File: config.mk
export PLATFORM = sky130hd
export DESIGN_NAME = booth_mult_seq
export DESIGN_NICKNAME = d
export VERILOG_FILES = /design/src/rtl/booth_mult_seq_pkg.sv /design/src/rtl/booth_mult_seq_step.sv /design/src/rtl/booth_mult_seq.sv
export SDC_FILE = /design/constraint.sdc
export NUM_CORES = 1
export LEC_CHECK = 0
export ABC_AREA = 1
export CAP_MARGIN = 25
export CORE_MARGIN = 2
export CORE_UTILIZATION = 30
export DETAILED_ROUTE_END_ITERATION = 6
export HOLD_SLACK_MARGIN = 0.06
export PLACE_DENSITY = 0.59
export SYNTH_ARGS = -nofsm -noshare
export SYNTH_HDL_FRONTEND = slang
export SYNTH_SLANG_ARGS = --single-unit
File: constraint.sdc
create_clock -name clk -period 3 [get_ports clk]
set_input_delay 0.45 -clock clk [delete_from_list [all_inputs] [get_ports clk]]
set_output_delay 0.45 -clock clk [all_outputs]
set_load 0.005 [all_outputs]
File: src/rtl/booth_mult_seq_pkg.sv
// Shared constants and FSM state encoding for the sequential radix-2 Booth multiplier.
package booth_mult_seq_pkg;

  localparam int N     = 32;
  localparam int CNT_W = $clog2(N);

  typedef enum logic [1:0] {
    IDLE = 2'd0,
    CALC = 2'd1,
    DONE = 2'd2
  } state_t;

endpackage

File: src/rtl/booth_mult_seq_step.sv
// One radix-2 Booth step: conditional add/subtract of B on P, then an arithmetic
// right shift of the whole {P, Q, q-1} accumulator.
module booth_step #(
  parameter int N = 32
) (
  input  logic [2*N+1:0] i_acc,
  input  logic [N-1:0]   i_b,
  output logic [2*N+1:0] o_acc
);

  logic [N:0] w_p;
  logic [N:0] w_bExt;
  logic [N:0] w_bNeg;
  logic [N:0] w_addend;
  logic [N:0] w_sum;

  assign w_p    = i_acc[2*N+1:N+1];
  assign w_bExt = {i_b[N-1], i_b};
  // One extra bit keeps -(-2^(N-1)) representable.
  assign w_bNeg = ~w_bExt + {{N{1'b0}}, 1'b1};

  always_comb begin
    w_addend = '0;
    case (i_acc[1:0])
      2'b01:   w_addend = w_bExt;
      2'b10:   w_addend = w_bNeg;
      default: w_addend = '0;
    endcase
  end

  assign w_sum = w_p + w_addend;

  // Q sits in i_acc[N:1]; its LSB drops into the q-1 slot after the shift.
  assign o_acc = {w_sum[N], w_sum, i_acc[N:1]};

endmodule

File: src/rtl/booth_mult_seq.sv
// Sequential signed N x N multiplier, one Booth recoding step per clock; busy/done
// are registered flags mirroring the CALC/DONE states.
module booth_mult_seq
  import booth_mult_seq_pkg::*;
#(
  parameter int N = booth_mult_seq_pkg::N
) (
  input  logic           clk,
  input  logic           rst_n,
  input  logic           i_en,
  input  logic [N-1:0]   i_a,
  input  logic [N-1:0]   i_b,
  output logic           o_busy,
  output logic           o_done,
  output logic [2*N-1:0] o_r
);

  localparam int STEP_W = $clog2(N);
  localparam logic [STEP_W-1:0] LAST_STEP = STEP_W'(N - 1);

  state_t              r_state;
  state_t              w_nextState;
  logic                w_load;
  logic                w_step;
  logic                w_last;
  logic [STEP_W-1:0]   r_stepCnt;
  logic [N-1:0]        r_b;
  logic [2*N+1:0]      r_acc;
  logic [2*N+1:0]      w_accNext;
  logic [2*N-1:0]      r_r;
  logic                r_busy;
  logic                r_done;

  booth_step #(.N(N)) u_step (
    .i_acc (r_acc),
    .i_b   (r_b),
    .o_acc (w_accNext)
  );

  always_ff @(posedge clk or negedge rst_n) begin
    if (!rst_n) r_state <= IDLE;
    else        r_state <= w_nextState;
  end

  always_comb begin
    w_nextState = r_state;
    w_load      = 1'b0;
    w_step      = 1'b0;
    w_last      = 1'b0;
    case (r_state)
      IDLE: begin
        if (i_en) begin
          w_nextState = CALC;
          w_load      = 1'b1;
        end
      end
      CALC: begin
        w_step = 1'b1;
        if (r_stepCnt == LAST_STEP) begin
          w_nextState = DONE;
          w_last      = 1'b1;
        end
      end
      DONE:    w_nextState = IDLE;
      default: w_nextState = IDLE;
    endcase
  end

  // Operands are captured at start so later input changes cannot disturb a product.
  always_ff @(posedge clk or negedge rst_n) begin
    if (!rst_n) begin
      r_b       <= '0;
      r_acc     <= '0;
      r_stepCnt <= '0;
    end else if (w_load) begin
      r_b       <= i_b;
      r_acc     <= {{(N+1){1'b0}}, i_a, 1'b0};
      r_stepCnt <= '0;
    end else if (w_step) begin
      r_acc     <= w_accNext;
      r_stepCnt <= r_stepCnt + 1'b1;
    end
  end

  always_ff @(posedge clk or negedge rst_n) begin
    if (!rst_n) begin
      r_r    <= '0;
      r_busy <= 1'b0;
      r_done <= 1'b0;
    end else begin
      if (w_last) r_r <= w_accNext[2*N:1];
      r_busy <= (w_nextState == CALC);
      r_done <= (w_nextState == DONE);
    end
  end

  assign o_busy = r_busy;
  assign o_done = r_done;
  assign o_r    = r_r;

endmodule

==> qor.csv, run 1 <==
stage,metric,value,unit
final_layout,post-route-util,0.4391,
floorplanning,die_y,186.8,um
min_path,hold_class,reg2reg,
grt,grt.overflow.total,0,
clock_network,cts_max_level,4,
synth,synth_seq_cells,170,
sta,period_needed,2.955,ns
sta,setup_viol,0,
synth,yosys-top-cells-area,"dfrtp_1 42%, nand2_1 18%, inv_1 5.6%, o21ai_0 4.8%, ha_1 4.6%",
route,viasPerCell,4.792,
grt,grt_pass1_wl,50660,um
clock_network,clockBufferDepth,2,
sta,fmax,0.3384,GHz
floorplanning,die_x,186.8,um
worst_setup_path,reg2reg_depth,19,
worst_setup_path,critPathMaxStageDelay,0.39,ns
sta,finalHoldViolations,0,
grt,grt_antenna_before_repair,0,
route,dr.pass1.iters,6,
floorplanning,core_area,0.03270,mm2
floorplanning,pin_count,133,
synth,seq_area_frac_synth,0.4242,
worst_setup_path,critPathArrivalTime,3.29,ns
floorplanning,die_area,0.03491,mm2
route,drcViolationCount,0,
synth,synth_top_area_cell,dfrtp_1,
min_path,hold_start,o_r[60]$_DFFE_PN0P_,
clock_network,numCtsBuffers,17,
power,vdd_drop_max,586.5,uV
worst_setup_path,worst_path_most_repeated_cell,nand2_1,
floorplanning,start_util,0.3067,
worst_setup_path,start_kind,register,
sta,worst_pin_slew,0.7961,ns
place,numPortBuffers,132,
worst_setup_path,cp_slowest_cell,dfrtp_1,
power,p_per_area,1255,mW/mm2
run,drv_cap,0,
final_layout,drive_gt1_frac,0.2603,
sta,period_share,0.9850,
synth,synth_top_area_share,0.4242,
grt,grt_max_degree,113,
clock_network,clockRootBuffer,clkbuf_16,
floorplanning,num_rows,66,
worst_setup_path,worstPathMaxFanout,7,
synth,ys_warn_count,0,
synth,syn_inst,1359,
place,dp_slack,-0.1605,ns
final_layout,nFillCells,3301,
place,dp_hpwl,22890,um
synth,dominantRegCellSynth,dfrtp_1,
worst_setup_path,crit_required,3.33,ns
final_layout,multi_input_area,0.006050,mm2
synth,synth_area_per_cell,7.379,um2
final_layout,antenna_cells,0,
sta,rsz0062_at_grt,true,
synth,ys_types,44,
clock_network,clk_latency,0.45,ns
route,vias,9775,
worst_setup_path,path_class,reg2reg,
power,p_leak,0.006648,uW
route,avgRoutedWirePerCell,15.86,um
place,gp_routability_congestion,0.9033,
grt,grt_pass1_vias,9566,
synth,syn_nets,1464,
final_layout,final_net_count,1691,
worst_setup_path,path_cells,"inv_2, buf_6, nand3_4, nor2_4, buf_12, nand3_4, o21ai_2, nand3_1, a21oi_2, ha_4, nand2_1, nand2_1, buf_4, a21oi_4, o21ai_1, a21oi_2, nand3_2, nand3_1, nand2_1",
final_layout,area_growth,43.18,%
sta,fin_ws,0.04501,ns
worst_setup_path,end_kind,register,
worst_setup_path,rrSetupSlack,0.05,ns
route,antenna_left,0,
route,drtIter0Drc,736,
synth,syn_area,0.01003,mm2
min_path,hold_path_depth,2,
worst_setup_path,r2r-end,r_acc[62]$_DFFE_PN0P_,
final_layout,final-seq-area,0.004258,mm2
clock_network,cts_tree,done,
sta,relSlewSlack,0.4660,
sta,worst_clock_skew,0.01695,ns
synth,synth_edf_count,0,
sta,slew_violations,0,
min_path,min_to,o_r[60]$_DFFE_PN0P_,
clock_network,clkTransAtPathRegs,0.07,ns
synth,async_flop_share,1.000,
route,routed_wl,32350,um
worst_setup_path,rr_startpoint,r_b[1]$_DFFE_PN0P_,
grt,grt.total_usage,0.1817,
clock_network,cts.sinks,170,
outcome,status,"complete, no violations",
## state kept, by name, summed over array words and instances (netlist names)
name and count:
r_stepCnt 5, o_r 64, r_state 2, r_b 32, o_done 1, o_busy 1
r_acc 65
## cells in the final DEF (no fill, tap or decap), types with 9 or more instances in the layout
master	count
buf_4	104
o21ai_0	87
nand2_2	49
o21ai_2	10
a21oi_1	22
dfrtp_1	167
nand3_1	59
xnor2_1	9
nor2_1	35
nand3_2	28
nand3b_1	9
o221ai_1	32
ha_4	19
nand2_1	428
nor2_4	20
inv_1	142
clkbuf_16	17
a21oi_2	35
nor2_2	32
inv_2	20
clkdlybuf4s50_1	131
o21ai_1	19
buf_6	11
ha_1	14
nand2_4	11
## timing repair
action,4_1_cts,5_1_grt
buffers inserted,1,21
hold endpoints to repair,53,0
pin swaps,7,88
setup endpoints to repair,25,52
hold buffers,1,0
gates resized for setup,23,248
## stage by stage
step | instance area, um2 | std cells | hold slack [ns] | power, uW | TNS (ns)
after CTS | 13160 | 2019 | 0.4877 | 15960 | 0
after detailed placement | 12500 | 1986 | 0.4685 | 13550 | -1.567
after global routing | 14360 | 2040 | 0.5039 | 19500 | -2.572
after floorplan | 10030 | 1359 | 0.1544 | 9542 | 0
final | 14360 | 2040 | 0.4840 | 18020 | 0
after global placement | 12500 | 1986 | 0.4511 | 13470 | -0.8393
## cells by family (layout without fill, tap and decap cells)
logic type | after synthesis | after routing | synth area share
simple gates | 705 | 705 | 0.3059
compound gates | 222 | 222 | 0.1260
buf+inv | 209 | 448 | 0.08259
flops | 170 | 170 | 0.4242
fa+ha+maj | 38 | 38 | 0.04816
xor+xnor | 15 | 15 | 0.01310
## where the power goes
part           switching [uW]  total [uW]  internal (uW)  leakage (uW)
Sequential                847        4250           3400       0.00187
Clock                     999        2090           1090      0.000266
Combinational            6550       11700           5120       0.00452
Total                    8400       18000           9620       0.00665
## cell type report
type	count	area share
inverters	164	0.04305
clock inverters	12	0.006361
repair buffers	253	0.1634
multi-input cells	980	0.4213
flip-flops and latches	170	0.2965
clock buffers	19	0.03085
well taps	442	0.03852
## synth_stat cells (2+ instances only)
cell type / n
o21ai_1: 20
nand4_1: 8
a21oi_1: 64
dfrtp_1: 170
xnor2_1: 12
o21bai_1: 2
nand2_1: 479
nand2_2: 9
nand3_1: 85
nor4_1: 2
ha_1: 37
nand3_2: 5
o221ai_1: 32
nor3_1: 8
nor3_2: 5
xor2_1: 3
nand3b_1: 9
a22o_1: 2
buf_2: 24
nor2_1: 67
nor2_2: 14
inv_1: 150
o21ai_0: 96
inv_2: 13
nand4_4: 2
nor2_4: 6
clkbuf_1: 18
## routing by layer
metal | global-route usage | part of all wire | vias to the layer above
met5 | 0 | 0 | -
met4 | 0.05281 | 0.017 | 0
li1 | - | - | 4846
met2 | 0.2812 | 0.45 | 215
met1 | 0.2517 | 0.48 | 4676
met3 | 0.04428 | 0.054 | 38
## critical path, delay by kind of cell, from the launching register on
| family | cells | cell delay, ns |
|---|---|---|
| AND/OR/NAND/NOR | 9 | 0.89 |
| AO/OA/AOI/OAI | 5 | 0.84 |
| buffers and inverters | 4 | 0.47 |
| flip-flops | 1 | 0.39 |
| adder cells (fa/ha/maj) | 1 | 0.26 |
## worst max-delay path by stage
| stage | startpoint | endpoint | cells past startpoint |
|---|---|---|---|
| floorplan | r_acc[0]$_DFFE_PN0P_ | o_r[63]$_DFFE_PN0P_ | 18 |
| global placement | r_b[11]$_DFFE_PN0P_ | o_r[61]$_DFFE_PN0P_ | 17 |
| detailed placement | r_b[1]$_DFFE_PN0P_ | o_r[54]$_DFFE_PN0P_ | 18 |
| CTS | r_b[6]$_DFFE_PN0P_ | o_r[57]$_DFFE_PN0P_ | 18 |
| global route | r_b[1]$_DFFE_PN0P_ | o_r[57]$_DFFE_PN0P_ | 21 |
| finish | r_b[1]$_DFFE_PN0P_ | r_acc[62]$_DFFE_PN0P_ | 19 |
Note: power is estimated with default switching activity, not from simulation.
==> run 2: changes to the inputs <==
--- a/config.mk
+++ b/config.mk
@@ -7,7 +7,8 @@
 export LEC_CHECK = 0
 export ABC_AREA = 1
 export CAP_MARGIN = 25
-export CORE_MARGIN = 2
+export CORE_ASPECT_RATIO = 1.75
+export CORE_MARGIN = 1.5
 export CORE_UTILIZATION = 30
 export DETAILED_ROUTE_END_ITERATION = 6
 export HOLD_SLACK_MARGIN = 0.06
==> run 2 against run 1 <==
Against the previous run: the run now ends with negative setup slack left; critical path depth unchanged; clock power up 9%; combinational power up 9%; register-to-register slack worse by 0.05 ns; hold slack worse by 0.0049 ns; design area up 3.5%; cell count up 0.93%; critical endpoint is now o_r[61]$_DFFE_PN0P_; highest routed layer unchanged.
==> qor.csv, run 2 (synthesized netlist as in run 1, its figures left out) <==
stage,metric,value,unit,change
final_layout,final_common_cell,nand2_1,,
sta,relSlewSlack,0.5489,,+0.08285
route,dr.pass1.iters,5,,-1
place,dp_hpwl,25820,um,+13%
grt,grt_max_degree,87,,-23%
place,gp_routability_congestion,0.8944,,-0.99%
sta,finalHoldViolations,0,,unchanged
grt,grt_pass1_vias,10490,,+9.7%
worst_setup_path,rrSetupSlack,-0.004,ns,-0.05 ns
final_layout,largest_reg_flops,65,,unchanged
floorplanning,die_area,0.03458,mm2,-0.94%
outcome,status,finished with violations,,
power,p_per_area,1296,mW/mm2,+3.3%
power,vdd_drop_max,628.7,uV,+7.2%
worst_setup_path,critPathArrivalTime,3.35,ns,+0.06 ns
sta,worst_pin_slew,0.6767,ns,-0.1193 ns
final_layout,nFillCells,3211,,-2.7%
route,drtIter0Drc,416,,-43%
route,avgRoutedWirePerCell,16.87,um,+6.4%
sta,worst_clock_skew,0.01050,ns,-0.006450 ns
min_path,hold_start,o_r[53]$_DFFE_PN0P_,,
sta,hold_ws,0.4792,ns,-0.004882 ns
worst_setup_path,end_kind,register,,
grt,grt_antenna_before_repair,0,,unchanged
min_path,hold_class,reg2reg,,
route,routed_wl,34740,um,+7.4%
final_layout,largest_register,r_acc,,
min_path,min_to,o_r[53]$_DFFE_PN0P_,,
sta,fmax,0.3329,GHz,-1.6%
place,numPortBuffers,132,,unchanged
route,vias,10100,,+3.3%
clock_network,cts_max_level,4,,unchanged
sta,rsz0062_at_grt,true,,
run,drv_cap,0,,unchanged
min_path,hold_path_depth,2,,unchanged
sta,setup_viol,1,,+1
sta,period_needed,3.004,ns,+0.04883 ns
final_layout,drive_gt1_frac,0.2860,,+0.02565
clock_network,cts.sinks,170,,unchanged
power,p_leak,0.006913,uW,+4.0%
clock_network,clockBufferDepth,2,,unchanged
sta,slew_violations,0,,unchanged
floorplanning,core_area,0.03292,mm2,+0.67%
grt,grt.overflow.total,0,,unchanged
sta,period_share,1.001,,+0.01628
sta,fin_ws,-0.003816,ns,-0.04883 ns
route,drcViolationCount,0,,unchanged
grt,grt_pass1_wl,53990,um,+6.6%
worst_setup_path,crit_required,3.34,ns,about the same
clock_network,clockRootBuffer,clkbuf_16,,
clock_network,clkTransAtPathRegs,0.07,ns,about the same
worst_setup_path,r2r-end,o_r[61]$_DFFE_PN0P_,,
floorplanning,pin_count,133,,unchanged
worst_setup_path,rr_startpoint,r_b[1]$_DFFE_PN0P_,,
clock_network,clk_latency,0.46,ns,about the same
outcome,violations,negative setup slack,,
floorplanning,die_x,141.2,um,-24%
final_layout,antenna_cells,0,,unchanged
worst_setup_path,reg2reg_depth,19,,unchanged
floorplanning,die_y,244.9,um,+31%
place,placed_cells,2009,,+1.2%
grt,grt.total_usage,0.2034,,+0.02175
final_layout,final_cell_mix,"417 x nand2_1, 169 x dfrtp_1, 162 x buf_4, 139 x inv_1, 131 x clkdlybuf4s50_1",,
clock_network,cts_tree,done,,
final_layout,stdcell_count,2059,,+0.93%
worst_setup_path,start_kind,register,,
final_layout,area_growth,48.26,%,
route,viasPerCell,4.906,,+2.4%
clock_network,numCtsBuffers,17,,unchanged
final_layout,final_net_count,1748,,+3.4%
worst_setup_path,worstPathMaxFanout,6,,-1
route,antenna_left,0,,unchanged
floorplanning,num_rows,88,,+33%
floorplanning,start_util,0.3046,,-0.002051
worst_setup_path,path_class,reg2reg,,
==> run 2: what timing repair did <==
item	in CTS	in global routing
hold buffers	1	0
hold endpoints to repair	61	0
gates cloned	0	0
endpoints found under the setup margin	38	49
buffers inserted	4	17
resized for setup	73	208
pin swaps	15	93
==> run 2: layout make-up <==
class                      instances  area, um2  area share
clock buffer                      21      470.5     0.03164
timing repair buffer             310       2770      0.1863
inverter                         164      615.6     0.04140
clock inverter                     9      115.1    0.007742
sequential                       170       4255      0.2862
tap                              405      506.7     0.03408
multi-input combinational        980       6135      0.4126
==> run 2: worst max path at each step <==
stage / start / endpoint / slack, ns / cells past startpoint
2_1_floorplan: r_acc[0]$_DFFE_PN0P_ / o_r[63]$_DFFE_PN0P_ / 0.31 / 18
3_3_place_gp: r_b[1]$_DFFE_PN0P_ / r_acc[58]$_DFFE_PN0P_ / -0.25 / 20
3_5_place_dp: r_b[1]$_DFFE_PN0P_ / r_acc[58]$_DFFE_PN0P_ / -0.26 / 19
4_1_cts: r_b[1]$_DFFE_PN0P_ / o_r[54]$_DFFE_PN0P_ / 0.003 / 22
5_1_grt: r_b[1]$_DFFE_PN0P_ / r_acc[59]$_DFFE_PN0P_ / -0.19 / 21
6_report: r_b[1]$_DFFE_PN0P_ / o_r[61]$_DFFE_PN0P_ / -0.004 / 19
==> run 2: routing by layer <==
layer | GRT usage | wire (um) | part of all wire | up-vias
met5 | 0 | 0 | 0 | -
met4 | 0.1281 | 2202 | 0.063 | 0
met3 | 0.02965 | 943 | 0.027 | 105
met2 | 0.3972 | 19340 | 0.56 | 218
met1 | 0.1951 | 12250 | 0.35 | 4826
li1 | - | - | - | 4952
==> run 2: worst max-delay path, stage by stage, from the launching register on <==
cell and delay [ns]:
dfrtp_1 0.40, inv_2 0.09, buf_4 0.13, nand3_4 0.08, nor2_4 0.24, nand3_4 0.16
buf_6 0.16, o21ai_1 0.11, nand3_1 0.08, a21oi_1 0.14, buf_4 0.16, ha_4 0.23
a21oi_4 0.17, nor2_1 0.06, nor2_1 0.17, o21ai_2 0.10, a21oi_4 0.16, nand3_2 0.11
nand3_2 0.10, nand2_1 0.06
==> run 2: metrics by stage <==
step	power, uW	worst slack, ns	cell area, um2	setup TNS (ns)	util
after floorplan	9542	0.3085	10030	0	-
after global placement	14350	-0.2494	12910	-3.856	0.3921
after detailed placement	14480	-0.2594	12910	-4.454	0.3921
after CTS	17470	0.002825	13880	0	0.4216
after global routing	20660	-0.1854	14870	-3.821	0.4516
final	19270	-0.003816	14870	-0.003816	0.4516
==> run 2: power by group <==
| group | switching (uW) | internal [uW] | total (uW) |
|---|---|---|---|
| combinational | 6950 | 5790 | 12700 |
| sequential | 860 | 3400 | 4260 |
| clock | 981 | 1290 | 2270 |
| total | 8790 | 10500 | 19300 |
